`src/rtl/imem_loader.sv`:
```
// Instruction memory loader: takes a byte stream (2-byte big-endian word count, then
// 4 bytes per word, MSB first), writes the assembled words from address 0 and holds
// the CPU in reset until a load completes successfully.
// Optional feature: define IMEM_LOADER_CSUM_EN to require a trailing XOR checksum byte.
module imem_loader #(
  parameter int unsigned MAX_WORDS = 256,
  parameter int unsigned ADDR_W    = 16
) (
  input  logic              clk,
  input  logic              rst,
  input  logic              start,
  input  logic [7:0]        in_data,
  input  logic              in_valid,
  output logic              in_ready,
  output logic              we,
  output logic [ADDR_W-1:0] wa,
  output logic [31:0]       wd,
  output logic              busy,
  output logic              done,
  output logic              err,
  output logic              cpu_rst
);

  typedef enum logic [2:0] {
    StIdle,
    StHdrHi,
    StHdrLo,
    StData,
    StWrite,
    StDone,
    StErr
`ifdef IMEM_LOADER_CSUM_EN
    , StCsum
`endif
  } state_e;

  state_e            state_q;
  logic [15:0]       n_q;
  logic [15:0]       idx_q;
  logic [1:0]        cnt_q;
  logic [23:0]       asm_q;
  logic              in_ready_q;
  logic              we_q;
  logic [ADDR_W-1:0] wa_q;
  logic [31:0]       wd_q;
  logic              busy_q;
  logic              done_q;
  logic              err_q;
  logic              cpu_rst_q;
`ifdef IMEM_LOADER_CSUM_EN
  logic [7:0]        csum_q;
`endif

  logic        xfer;
  logic [15:0] idx_inc;
  logic [15:0] n_full;

  // Handshake qualifier and helper values used by the FSM.
  always_comb begin
    xfer    = in_valid && in_ready_q;
    idx_inc = idx_q + 16'd1;
    n_full  = {n_q[15:8], in_data};
  end

  // Loader FSM; every output is a register updated together with the state.
  always_ff @(posedge clk) begin
    if (rst) begin
      state_q    <= StIdle;
      n_q        <= '0;
      idx_q      <= '0;
      cnt_q      <= '0;
      asm_q      <= '0;
      in_ready_q <= 1'b0;
      we_q       <= 1'b0;
      wa_q       <= '0;
      wd_q       <= '0;
      busy_q     <= 1'b0;
      done_q     <= 1'b0;
      err_q      <= 1'b0;
      cpu_rst_q  <= 1'b1;
`ifdef IMEM_LOADER_CSUM_EN
      csum_q     <= '0;
`endif
    end else begin
      we_q <= 1'b0;
`ifdef IMEM_LOADER_CSUM_EN
      if (xfer) csum_q <= csum_q ^ in_data;
`endif
      case (state_q)
        StIdle, StDone, StErr: begin
          if (start) begin
            state_q    <= StHdrHi;
            done_q     <= 1'b0;
            err_q      <= 1'b0;
            busy_q     <= 1'b1;
            cpu_rst_q  <= 1'b1;
            idx_q      <= '0;
            cnt_q      <= '0;
            in_ready_q <= 1'b1;
`ifdef IMEM_LOADER_CSUM_EN
            csum_q     <= '0;
`endif
          end
        end
        StHdrHi: begin
          if (xfer) begin
            n_q[15:8] <= in_data;
            state_q   <= StHdrLo;
          end
        end
        StHdrLo: begin
          if (xfer) begin
            n_q[7:0] <= in_data;
            if (n_full == 16'd0) begin
`ifdef IMEM_LOADER_CSUM_EN
              state_q    <= StCsum;
`else
              state_q    <= StDone;
              in_ready_q <= 1'b0;
              busy_q     <= 1'b0;
              done_q     <= 1'b1;
              cpu_rst_q  <= 1'b0;
`endif
            end else if (32'(n_full) > MAX_WORDS) begin
              state_q    <= StErr;
              in_ready_q <= 1'b0;
              busy_q     <= 1'b0;
              err_q      <= 1'b1;
            end else begin
              state_q <= StData;
            end
          end
        end
        StData: begin
          if (xfer) begin
            asm_q <= {asm_q[15:0], in_data};
            if (cnt_q == 2'd3) begin
              // Fourth byte: present the write during the following (WRITE) cycle.
              cnt_q      <= '0;
              we_q       <= 1'b1;
              wa_q       <= ADDR_W'(idx_q);
              wd_q       <= {asm_q, in_data};
              in_ready_q <= 1'b0;
              state_q    <= StWrite;
            end else begin
              cnt_q <= cnt_q + 2'd1;
            end
          end
        end
        StWrite: begin
          idx_q <= idx_inc;
          if (idx_inc == n_q) begin
`ifdef IMEM_LOADER_CSUM_EN
            state_q    <= StCsum;
            in_ready_q <= 1'b1;
`else
            state_q    <= StDone;
            busy_q     <= 1'b0;
            done_q     <= 1'b1;
            cpu_rst_q  <= 1'b0;
`endif
          end else begin
            state_q    <= StData;
            in_ready_q <= 1'b1;
          end
        end
`ifdef IMEM_LOADER_CSUM_EN
        StCsum: begin
          if (xfer) begin
            in_ready_q <= 1'b0;
            busy_q     <= 1'b0;
            if ((csum_q ^ in_data) == 8'h00) begin
              state_q   <= StDone;
              done_q    <= 1'b1;
              cpu_rst_q <= 1'b0;
            end else begin
              state_q <= StErr;
              err_q   <= 1'b1;
            end
          end
        end
`endif
        default: state_q <= StIdle;
      endcase
    end
  end

  assign in_ready = in_ready_q;
  assign we       = we_q;
  assign wa       = wa_q;
  assign wd       = wd_q;
  assign busy     = busy_q;
  assign done     = done_q;
  assign err      = err_q;
  assign cpu_rst  = cpu_rst_q;

endmodule
```
`config.mk`:
```
export PLATFORM = sky130hd
export DESIGN_NAME = imem_loader
export DESIGN_NICKNAME = d
export VERILOG_FILES = /design/src/rtl/imem_loader.sv
export SDC_FILE = /design/constraint.sdc
export NUM_CORES = 1
export LEC_CHECK = 0
export CAP_MARGIN = 25
export CELL_PAD_IN_SITES_DETAIL_PLACEMENT = 0
export CELL_PAD_IN_SITES_GLOBAL_PLACEMENT = 1
export CORE_UTILIZATION = 42
export CTS_BUF_LIST = sky130_fd_sc_hd__clkbuf_8
export CTS_CLUSTER_DIAMETER = 150
export DETAILED_ROUTE_END_ITERATION = 6
export GPL_TIMING_DRIVEN = 0
export PLACE_DENSITY = 0.87
export SYNTH_ARGS = -nofsm -noshare
export SYNTH_HDL_FRONTEND = slang
export SYNTH_SLANG_ARGS = --single-unit
```
`constraint.sdc`:
```
create_clock -name clk -period 3.2 [get_ports clk]
set_input_delay 0.32 -clock clk [delete_from_list [all_inputs] [get_ports clk]]
set_output_delay 0.32 -clock clk [all_outputs]
set_load 0.01 [all_outputs]
```
[Yosys cells after proc, flatten, opt, wreduce, memory -nomap -nowiden]
Index checks and enable logic that the tools add are counted.
Cells by class
  $add $sub $neg: 2
  $lt $le $gt $ge: 1
  eq/ne operators: 19
  muxes and demuxes: 38
  bitwise logic cells: 2
  reduce and logical (&&, ||, !) cells: 21
Operators by type and width (number)
  one-hot mux 16 bit (2 select lines): 1
  two-way mux 3 bit: 8
  inequality test 2 bit (second input constant): 10
  AND reduction 5 bit: 4
  two-way mux 1 bit: 18
  adder 16 x 1 -> 16 bit (second input constant): 1
  == test 16 bit: 1
  > comparator 16 x 9 -> 1 bit (second input constant): 1
  zero test 16 bit: 1
  two-way mux 16 bit: 1
  one-hot mux 3 bit (5 select lines): 1
  == test 3 bit (second input constant): 3
  one-hot mux 1 bit (3 select lines): 3
  AND reduction 2 bit: 4
  AND reduction 7 bit: 1
  == test 3 x 2 -> 1 bit (second input constant): 2
  two-way mux 2 bit: 3
  AND reduction 3 bit: 2
  nonzero test 2 bit: 3
  OR reduction 3 bit: 2
  one-hot mux 1 bit (4 select lines): 1
  one-hot mux 2 bit (2 select lines): 1
  nonzero test 4 bit: 1
  == test 3 x 1 -> 1 bit (second input constant): 1
  8 further kinds: 9
Word-level totals
  flip-flop bits (word level): 115
  input port bits: 12
  output and inout bits: 54
  logic and storage cells: 97

[Logic depth before layout (Yosys ltp)]
Gate-level depths: netlist of run 1.
  word-level depth: 5
  depth in mapped cells: 9

[Least setup slack after synthesis of run 1]
Ideal clock, no wire load.
  path kind: reg-to-reg
  from: register idx_q[1]
  to: register in_ready_q, in the netlist in_ready
  data arrival time: 2159 ps
  data required time: 3073 ps
  setup slack: 913 ps
  cell stages (with the launch flop): 10
  path buffers: 2
  clock period less this slack: 2287 ps
  cells stage by stage: dfxtp_1 ha_1 buf_6 and3_1 buf_6 a221o_1 o211ai_2 o2111ai_1 or4_4 o2bb2ai_1
Between the ends
  cells in the longest elaborated chain, start to end: 4
Ends and longest elaborated chain
  start: declaration: line 39  | logic [15:0] idx_q;
  start signal: assignment: line 151  | idx_q <= idx_inc;
  adder 16 x 1 -> 16 bit: line 61  | idx_inc = idx_q + 16'd1;
  == test 16 bit: line 152  | if (idx_inc == n_q) begin
  inequality test 2 bit (no source line)
  AND reduction 7 bit (no source line)
  end signal: assignment: line 73  | in_ready_q <= 1'b0;
  end signal: assignment: line 143  | in_ready_q <= 1'b0;
  end signal: assignment: line 164  | in_ready_q <= 1'b1;
  end: declaration: line 42  | logic in_ready_q;
Every way passes these cells.
A chain may end at the register's enable or synchronous reset.

[Worst setup path after layout of run 1]
  from: register state_q[1]
  to: register wa_q[5], in the netlist wa[5]
Between the ends
  cells in the longest elaborated chain, start to end: 2
Ends and longest elaborated chain
  start: declaration: line 37  | state_e state_q;
  start signal: assignment: line 68  | state_q <= StIdle;
  start signal: assignment: line 92  | state_q <= StHdrHi;
  start signal: assignment: line 108  | state_q <= StHdrLo;
  == test 3 x 2 -> 1 bit: line 89  | case (state_q)
  AND reduction 3 bit (no source line)
  end signal: assignment: line 141  | wa_q <= ADDR_W'(idx_q);
  end: declaration: line 44  | logic [ADDR_W-1:0] wa_q;
Every way passes these cells.

==> qor.yml, run 1 <==
die:
  start_util: 0.430
  rows: 40
  die_y_um: 113
  die_x_um: 113
  die_area_um2: 12700
  core_um2: 12000
  io-pin-count: 66
layout:
  syn2layout_area_growth_pct: 23.4
  final_common_cell: "nand2_1"
  layout_common_cells: "nand2_1, dfxtp_1, a21oi_1, clkdlybuf4s50_1, nor2_1"
  drive_gt1_frac: 0.0765
  final_nets: 746
  num_antenna_cells: 0
synth:
  synth_mux_area_frac: 0.0353
  synth_seq_cells: 115
  synth_flop_cell: "dfxtp_1"
  async_flop_share: 0
  synthDistinctLibCells: 64
  syn_inst: 649
  syn_nets: 663
  ys_seq_area_frac: 0.448
  synth_top_family_by_area: "simple AND/OR/NAND/NOR gates"
  synth-compound-area-share: 0.175
  synth_fa_ha_area_frac: 0.00486
  synth_edf_count: 0
  syn_area_per_cell_um2: 7.93
  yosys.area_share.xor_xnor: 0.0324
  synth_area_um2: 5140
  synthSimpleGateAreaFrac: 0.252
  yosys_warnings: 0
global_route:
  grt_pass1_wl_mm: 23.6
  grt_usage: 0.239
  overflow: 0
  antenna_found_initial: 0
  grt_max_degree: 17
  first_global_vias: 4680
sta:
  final.setup.tns_ns: 0
  hold_viol_final: 0
  max_freq_mhz: 375
  tightestPinTransition_ns: 0.782
  finalCritPeriodShare: 0.833
  fin_ws_ns: 0.536
  max-slew-margin-rel: 0.477
  grt_setup_unrepaired: "false"
  setup_violations: 0
  final-max-slew-violation-count: 0
  period_minus_slack_ns: 2.66
  finClkSkew_ns: 0.00835
drt:
  avgRoutedWirePerCell_um: 16.4
  detail-route-antenna-nets: 0
  vias: 4921
  dr.pass1.iters: 7
  detail_route.vias_per_cell: 5.52
  drt_iter0_markers: 256
  drt-total-wl_mm: 14.6
  route.detailed.drc: 0
setup_path:
  crit_required_ns: 3.50
  crit_top_cell: "nand2_1"
  cp_slowest_cell: "dfxtp_1"
  cp.arrival_ns: 2.96
  crit_type: "register to register"
  path_cells: "nor2b_1, nand2_1, nor2_1, nand2_1, clkbuf_1, clkbuf_1, nand2_1, a21oi_1"
  slowest_delay_ns: 0.47
  end_kind: "register"
  start_kind: "register"
  reg2reg_depth: 8
  crit_fanout: 10
pwr:
  ir_drop_mv: 0.344
  p_leak_nw: 2.28
  power.density_nw_per_um2: 473
cts:
  numCtsBuffers: 17
  cts_tree: "yes"
  postCtsResizedCells: 0
  cts_setup_buffers: 0
  root_buffer: "clkbuf_8"
  worstSkewPairLatency_ns: 0.44
  cts.path.max_buffers: 2
  cts_max_level: 4
  clock-sinks: 115
  clk_pin_slew_ns: 0.06
  hold_buffers: 0
hold_path:
  hold_class: "input pin to register"
  holdPathStages: 3
status:
  status: "completed"
placement:
  place.gp.congestion: 0.917
  dp_hpwl_mm: 10.7
  post-place-ws_ns: 0.361
  io_buffers: 64
job:
  drv_cap: 0
-- metrics by stage --
stage,instance area (µm²),cells,hold WS [ns],utilization,total power [W]
floorplan,5140,649,0.432,-,0.00164
detailed placement,5970,860,0.445,0.499,0.00173
global route,6350,892,0.255,0.531,0.00311
finish,6350,892,0.250,0.531,0.00300
global placement,5970,860,0.441,0.499,0.00173
CTS,6350,892,0.230,0.531,0.00302
-- where the power goes --
part | switching, W | internal (W)
registers | 0.0000179 | 0.00145
clock network | 0.000587 | 0.000715
logic | 0.000144 | 0.0000911
-- sequential cells by signal, indices dropped and copies added (netlist names) --
register,cells
in_ready,1
we,1
wa,16
state_q,3
busy,1
idx_q,16
wd,32
n_q,16
cnt_q,2
asm_q,24
done,1
cpu_rst,1
err,1
-- final timing paths --
path	from	to	slack, ns
hold / removal	rst	state_q[1]	0.25
setup reg to reg	state_q[1]	wa[5]	0.54
hold reg to reg	wa[12]	wa[12]	0.45
setup / recovery	state_q[1]	wa[5]	0.54
-- synthesized netlist by cell type (2+ instances only) --
library cell / count / area share
nand2_1: 168 / 0.12
dfxtp_1: 115 / 0.45
a21oi_1: 99 / 0.096
nor2_1: 48 / 0.035
clkbuf_1: 29 / 0.021
mux2i_1: 17 / 0.033
o21ai_0: 17 / 0.017
xor2_1: 10 / 0.017
nand3_1: 9 / 0.0088
xnor2_1: 9 / 0.015
nand4_1: 8 / 0.0097
nor2b_1: 8 / 0.0097
buf_4: 6 / 0.0088
a22oi_1: 5 / 0.0073
buf_2: 5 / 0.0049
buf_6: 5 / 0.011
nor4_1: 5 / 0.0061
or3_1: 5 / 0.0061
and4_1: 4 / 0.0068
inv_1: 4 / 0.0029
nand2b_1: 4 / 0.0049
nand3b_1: 4 / 0.0058
nor3_1: 4 / 0.0039
or4_1: 4 / 0.0058
a211oi_1: 3 / 0.0044
a31oi_1: 3 / 0.0036
nor3b_1: 3 / 0.0044
o21a_1: 3 / 0.0044
o31ai_1: 3 / 0.0044
a21o_1: 2 / 0.0029
a221oi_1: 2 / 0.0034
and3_1: 2 / 0.0024
ha_1: 2 / 0.0049
nand3_2: 2 / 0.0039
o311ai_0: 2 / 0.0034
or2_2: 2 / 0.0024
-- per-layer routing --
metal  track usage  wire (µm)
met3        0.0459        711
met4         0.116        429
met2         0.409       7030
met1         0.287       6460
met5             0          0
-- final cells by class --
| cell class | instances | area, µm² |
|---|---|---|
| Tap cell | 147 | 184 |
| Sequential cell | 115 | 2300 |
| Buffer | 48 | 253 |
| Timing Repair Buffer | 64 | 641 |
| Fill cell | 1176 | 5610 |
| Clock inverter | 13 | 120 |
| Inverter | 4 | 15.0 |
| Clock buffer | 19 | 262 |
| Multi-Input combinational cell | 482 | 2570 |
-- logic make-up after synthesis --
family,count (synthesis)
and+or+nand+nor,288
AOI/OAI and AO/OA,155
DFF,115
buffers and inverters,52
xor gates and xnor gates,19
muxes,18
adders and majority gates,2
-- critical path: cells and delay by family, from the launching register on --
family / cells / cell delay (ns)
AND/OR/NAND/NOR: 5 / 1.34
buffers and inverters: 2 / 0.64
AO/OA/AOI/OAI: 1 / 0.07
flip-flops: 1 / 0.47
No activity file was read; power rests on OpenSTA's default activity.
==> run 2: changes to the inputs <==
- CORE_UTILIZATION: 42 -> 38
- PLACE_DENSITY: 0.87 -> 0.84
- clock period: 3.2 -> 2.4 ns (I/O delays scaled with it)
==> run 2 against run 1 <==
Against the previous run:
- setup slack worse by 0.52 ns
- clock skew is 0.0044 ns higher
- core utilization shrank 3.3 points
- global-route usage decreased by 2.0 points
- critical endpoint is now in_ready
- hold slack got worse by 0.087 ns
- combinational power grew 39%
- sequential cell count unchanged
==> qor.yml, run 2 (synthesis gave the netlist of run 1 again) <==
drt:
  avgRoutedWirePerCell_um: 16.0
  vias: 4908
  detail_route.vias_per_cell: 5.28
  route.detailed.drc: 0
  drt-total-wl_mm: 14.9
  drt_iter0_markers: 215
  dr.pass1.iters: 5
  detail-route-antenna-nets: 0
setup_path:
  cp.arrival_ns: 2.71
  rr_endpoint: "in_ready"
  crit_top_cell: "buf_6"
  end_kind: "register"
  cp_slowest_cell: "or4_4"
  slowest_delay_ns: 0.59
  crit_fanout: 4
  crit_type: "register to register"
  crit_required_ns: 2.73
  r2r_slack_ns: 0.02
  path_cells: "ha_4, buf_6, and3_4, buf_6, a221o_1, o211ai_2, o2111ai_2, or4_4, o2bb2ai_2"
  reg2reg_from: "idx_q[1]"
  path_buf_inv: 2
  crit_family: "simple AND/OR/NAND/NOR gates"
  reg2reg_depth: 9
  start_kind: "register"
global_route:
  grt_pass1_wl_mm: 23.9
  grt_usage: 0.219
  grt_max_degree: 17
  first_global_vias: 4732
  overflow: 0
  antenna_found_initial: 0
cts:
  hold_buffers: 0
  clk_pin_slew_ns: 0.07
  cts.path.max_buffers: 2
  clock-sinks: 115
  cts_tree: "yes"
  cts_max_level: 4
  root_buffer: "clkbuf_8"
  worstSkewPairLatency_ns: 0.45
  numCtsBuffers: 17
layout:
  design_area_um2: 6590
  layout_common_cells: "nand2_1, dfxtp_1, a21oi_1, clkdlybuf4s50_1, nor2_1"
  largest_reg_flops: 32
  num_antenna_cells: 0
  ff_latch_area_um2: 2310
  syn2layout_area_growth_pct: 28.1
  multi_input_area_um2: 2660
  drive_gt1_frac: 0.113
  fillers: 1331
  final_common_cell: "nand2_1"
  final_nets: 755
sta:
  grt_setup_unrepaired: "true"
  hold_viol_final: 0
  final-max-slew-violation-count: 0
  max_freq_mhz: 420
  finalCritPeriodShare: 0.992
  finClkSkew_ns: 0.0128
  setup_violations: 0
  period_minus_slack_ns: 2.38
  max-slew-margin-rel: 0.434
  fin_ws_ns: 0.0188
  tightestPinTransition_ns: 0.846
pwr:
  p_leak_nw: 2.35
  power.density_nw_per_um2: 630
  total_power_w: 0.00415
  ir_drop_mv: 0.293
status:
  status: "completed"
die:
  die_y_um: 118
  core_um2: 13200
  die_x_um: 118
  io-pin-count: 66
  die_area_um2: 14000
  start_util: 0.388
  rows: 42
hold_path:
  holdPathStages: 3
  min_from: "rst"
  hold_class: "input pin to register"
  holdPathEnd: "state_q[1]"
placement:
  io_buffers: 64
  dp_hpwl_mm: 10.8
  place.gp.congestion: 0.947
  post-place-ws_ns: -0.456
  dpl_cell_area_um2: 6000
job:
  drv_cap: 0
## run 2: changes by cell type in the layout (fill, tap and decap cells not counted), sizes merged
cell / change
buf: +9
bufinv: +1
clkbuf: -1
inv: -1
## run 2: how the worst max path moves through the flow
| stage | start | to | slack (ns) | depth (start not counted) |
|---|---|---|---|---|
| CTS | idx_q[1] | in_ready | -0.009 | 8 |
| global route | idx_q[1] | in_ready | -0.03 | 9 |
| floorplan | idx_q[1] | in_ready | 0.11 | 9 |
| detailed placement | in_valid | wd[28] | -0.46 | 8 |
| global placement | in_valid | wa[0] | -0.46 | 8 |
| finish | idx_q[1] | in_ready | 0.02 | 9 |
## run 2: tightest hold or removal path: cells and delay by family
kind / cells / cell delay (ns)
AOI/OAI and AO/OA: 2 / 0.18
buffers and inverters: 1 / 0.14
## run 2: what timing repair did
| action | in CTS | in global routing |
|---|---|---|
| gates resized for setup | 17 | 11 |
| buffers inserted | 2 | 6 |
| cloned | 0 | 1 |
| setup endpoints to repair | 34 | 15 |
| pin swaps | 6 | 8 |
## run 2: per-layer routing
| layer | part of all wire | vias to the layer above | track usage |
|---|---|---|---|
| li1 | - | 2416 | - |
| met1 | 0.45 | 2328 | 0.271 |
| met2 | 0.48 | 134 | 0.364 |
| met3 | 0.045 | 30 | 0.0512 |
| met4 | 0.026 | 0 | 0.0913 |
| met5 | 0 | - | 0 |
## run 2: report_power, final
group	internal, W	switching (W)
sequential	0.00193	0.0000244
clock	0.00105	0.000826
combinational	0.000129	0.000197
## run 2: metrics by stage
stage,hold slack (ns),setup TNS [ns],util,instances
floorplan,0.376,0,-,649
global placement,0.441,-8.39,0.453,889
detailed placement,0.448,-7.90,0.453,889
CTS,0.161,-0.00870,0.490,922
global route,0.164,-0.0399,0.498,929
finish,0.164,0,0.498,929
## run 2: area by class of cell
| type | instances | area share |
|---|---|---|
| Multi-Input combinational cell | 482 | 0.403 |
| Sequential cell | 115 | 0.350 |
| Timing Repair Buffer | 73 | 0.109 |
| Buffer | 48 | 0.0395 |
| Clock buffer | 18 | 0.0376 |
| Tap cell | 176 | 0.0334 |
| Clock inverter | 13 | 0.0247 |
| Inverter | 4 | 0.00228 |
==> run 3: changes to the inputs <==
- ABC_AREA: not set -> 1
- CORE_UTILIZATION: 38 -> 37
- RECOVER_POWER: not set -> 50
==> run 3 against run 2 <==
Against the previous run:
- clock skew rose by 0.0041 ns
- global-route usage fell by 1.7 points
- clock power fell by 13%
- via count fell by 1.4%
- routed wire length fell by 8.8%
- largest power group unchanged
==> qor.yml, run 3 <==
status:
  status: "completed"
global_route:
  antenna_found_initial: 0
  grt_usage: 0.202
  first_global_vias: 4443
  grt_pass1_wl_mm: 22.0
  grt_max_degree: 17
  overflow: 0
drt:
  detail_route.vias_per_cell: 5.11
  route.detailed.drc: 0
  drt-total-wl_mm: 13.6
  vias: 4838
  avgRoutedWirePerCell_um: 14.4
  drt_iter0_markers: 270
  detail-route-antenna-nets: 0
  dr.pass1.iters: 5
synth:
  syn_nets: 692
  async_flop_share: 0
  synth_flop_cell: "dfxtp_1"
  yosysTopAreaCellShare: 0.467
  syn_inst: 678
  syn_area_per_cell_um2: 7.27
  ys_seq_area_frac: 0.467
  synth_largest_area_cell: "dfxtp_1"
  synth_area_um2: 4930
  yosys-top-cells-count: "nand2_1, dfxtp_1, o21ai_0"
  synthDistinctLibCells: 28
  synth_seq_cells: 115
  yosysMostFrequentCell: "nand2_1"
  synth_area_leaders: "dfxtp_1, o21ai_0, nand2_1, a21oi_1, inv_1"
  yosys_warnings: 0
  synth_edf_count: 0
sta:
  max-slew-margin-rel: 0.545
  setup_violations: 0
  finalCritPeriodShare: 0.942
  finClkSkew_ns: 0.0169
  grt_setup_unrepaired: "false"
  hold_viol_final: 0
  period_minus_slack_ns: 2.26
  fin_ws_ns: 0.140
  final-max-slew-violation-count: 0
  max_freq_mhz: 443
  whs_ns: 0.453
  tightestPinTransition_ns: 0.682
layout:
  largest_reg_flops: 32
  multi_input_area_um2: 2240
  layout_common_cells: "nand2_1, dfxtp_1, o21ai_0, a21oi_1, inv_1"
  drive_gt1_frac: 0.0800
  fillers: 1270
  num_antenna_cells: 0
  design_area_um2: 6160
  final_core_util: 0.480
  ff_latch_area_um2: 2300
  final_nets: 776
  syn2layout_area_growth_pct: 25.0
  final_common_cell: "nand2_1"
setup_path:
  slowest_delay_ns: 0.42
  path_buf_inv: 0
  end_kind: "register"
  crit_top_cell: "nand2_1"
  path_cells: "ha_2, nand2_2, nor2_4, nand2_2, nand2_1, nand2_1, nand2_1, nand3_1, nor2_2, nand3_2, nand2_2, nand3_1, nand2_1, nand3_1"
  crit_required_ns: 2.71
  cp_slowest_cell: "dfxtp_1"
  crit_family: "simple AND/OR/NAND/NOR gates"
  crit_fanout: 6
  crit_type: "register to register"
  cp.arrival_ns: 2.57
  start_kind: "register"
die:
  core_um2: 12800
  start_util: 0.384
  die_area_um2: 13800
  io-pin-count: 66
  die_x_um: 117
  die_y_um: 117
  rows: 41
placement:
  dp_hpwl_mm: 10.2
  place.gp.congestion: 0.944
  dpl_cell_area_um2: 5790
  io_buffers: 65
  post-place-ws_ns: -0.0753
pwr:
  ir_drop_mv: 0.389
  total_power_w: 0.00452
  power.density_nw_per_um2: 734
  p_leak_nw: 2.56
cts:
  worstSkewPairLatency_ns: 0.45
  cts_setup_buffers: 0
  numCtsBuffers: 17
  clk_pin_slew_ns: 0.08
  cts_tree: "yes"
  root_buffer: "clkbuf_8"
  hold_buffers: 0
  clock-sinks: 115
  cts.path.max_buffers: 2
  cts_max_level: 4
job:
  drv_cap: 0
hold_path:
  hold_class: "register to register"
==> run 3: changes by cell type after synthesis, sizes merged, moves of 6 or more <==
cell,previous run,this run
xor2,10,4
nor2,48,77
o21ai,17,96
nor2b,8,0
mux2i,17,0
xnor2,9,1
buf,17,4
nand2,168,125
a21oi,99,79
inv,4,73
nand3,11,57
==> run 3: per-stage QoR <==
stage                     TNS (ns)  instances
after floorplan                  0        678
after global placement      -0.908        915
after detailed placement    -0.514        915
after CTS                        0        947
after global routing             0        947
final                            0        947
==> run 3: final cells by class <==
cell class	count	share of cell area
Timing Repair Buffer	65	0.106
Clock buffer	17	0.0380
Clock inverter	15	0.0197
Inverter	73	0.0445
Buffer	30	0.0201
Multi-Input combinational cell	460	0.363
Tap cell	172	0.0349
Sequential cell	115	0.374
==> run 3: path summary, 6_finish.rpt <==
| check | from | endpoint | slack, ns | cells after the start |
|---|---|---|---|---|
| worst min-delay path | err | err | 0.45 | 2 |
| worst max-delay path | idx_q[1] | cpu_rst | 0.14 | 14 |
| worst max register to register | idx_q[1] | cpu_rst | 0.14 | 14 |
| worst min register to register | err | err | 0.45 | 2 |
==> run 3: report_power, final <==
part,switching [W],internal (W)
Sequential,0.0000711,0.00200
Combinational,0.000522,0.000290
Clock,0.000897,0.000737
Total,0.00149,0.00303
==> run 3: cells by family (layout without fill, tap and decap cells) <==
kind of cell    Yosys count  count (layout)  share of synthesized area
compound gates          177             177                      0.182
xor+xnor                  6               6                     0.0135
fa+ha+maj                 2               2                    0.00508
buf+inv                 103             200                     0.0802
flops                   115             115                      0.467
simple gates            275             275                      0.253
==> run 3: repair_timing <==
item	in CTS	in global routing
endpoints found under the setup margin	1	24
gates resized for setup	1	6
pin swaps	0	0
==> run 3: per-layer routing <==
metal | wire length [µm] | vias to the layer above | track usage
li1 | - | 2401 | -
met1 | 6290 | 2292 | 0.257
met2 | 6460 | 126 | 0.338
met3 | 678 | 19 | 0.0447
met4 | 169 | 0 | 0.0633
met5 | 0 | - | 0
==> run 3: worst min-delay path, stage by stage, from the launching register on <==
cell and delay [ns]:
dfxtp_1 0.32, inv_1 0.05, a21oi_1 0.05
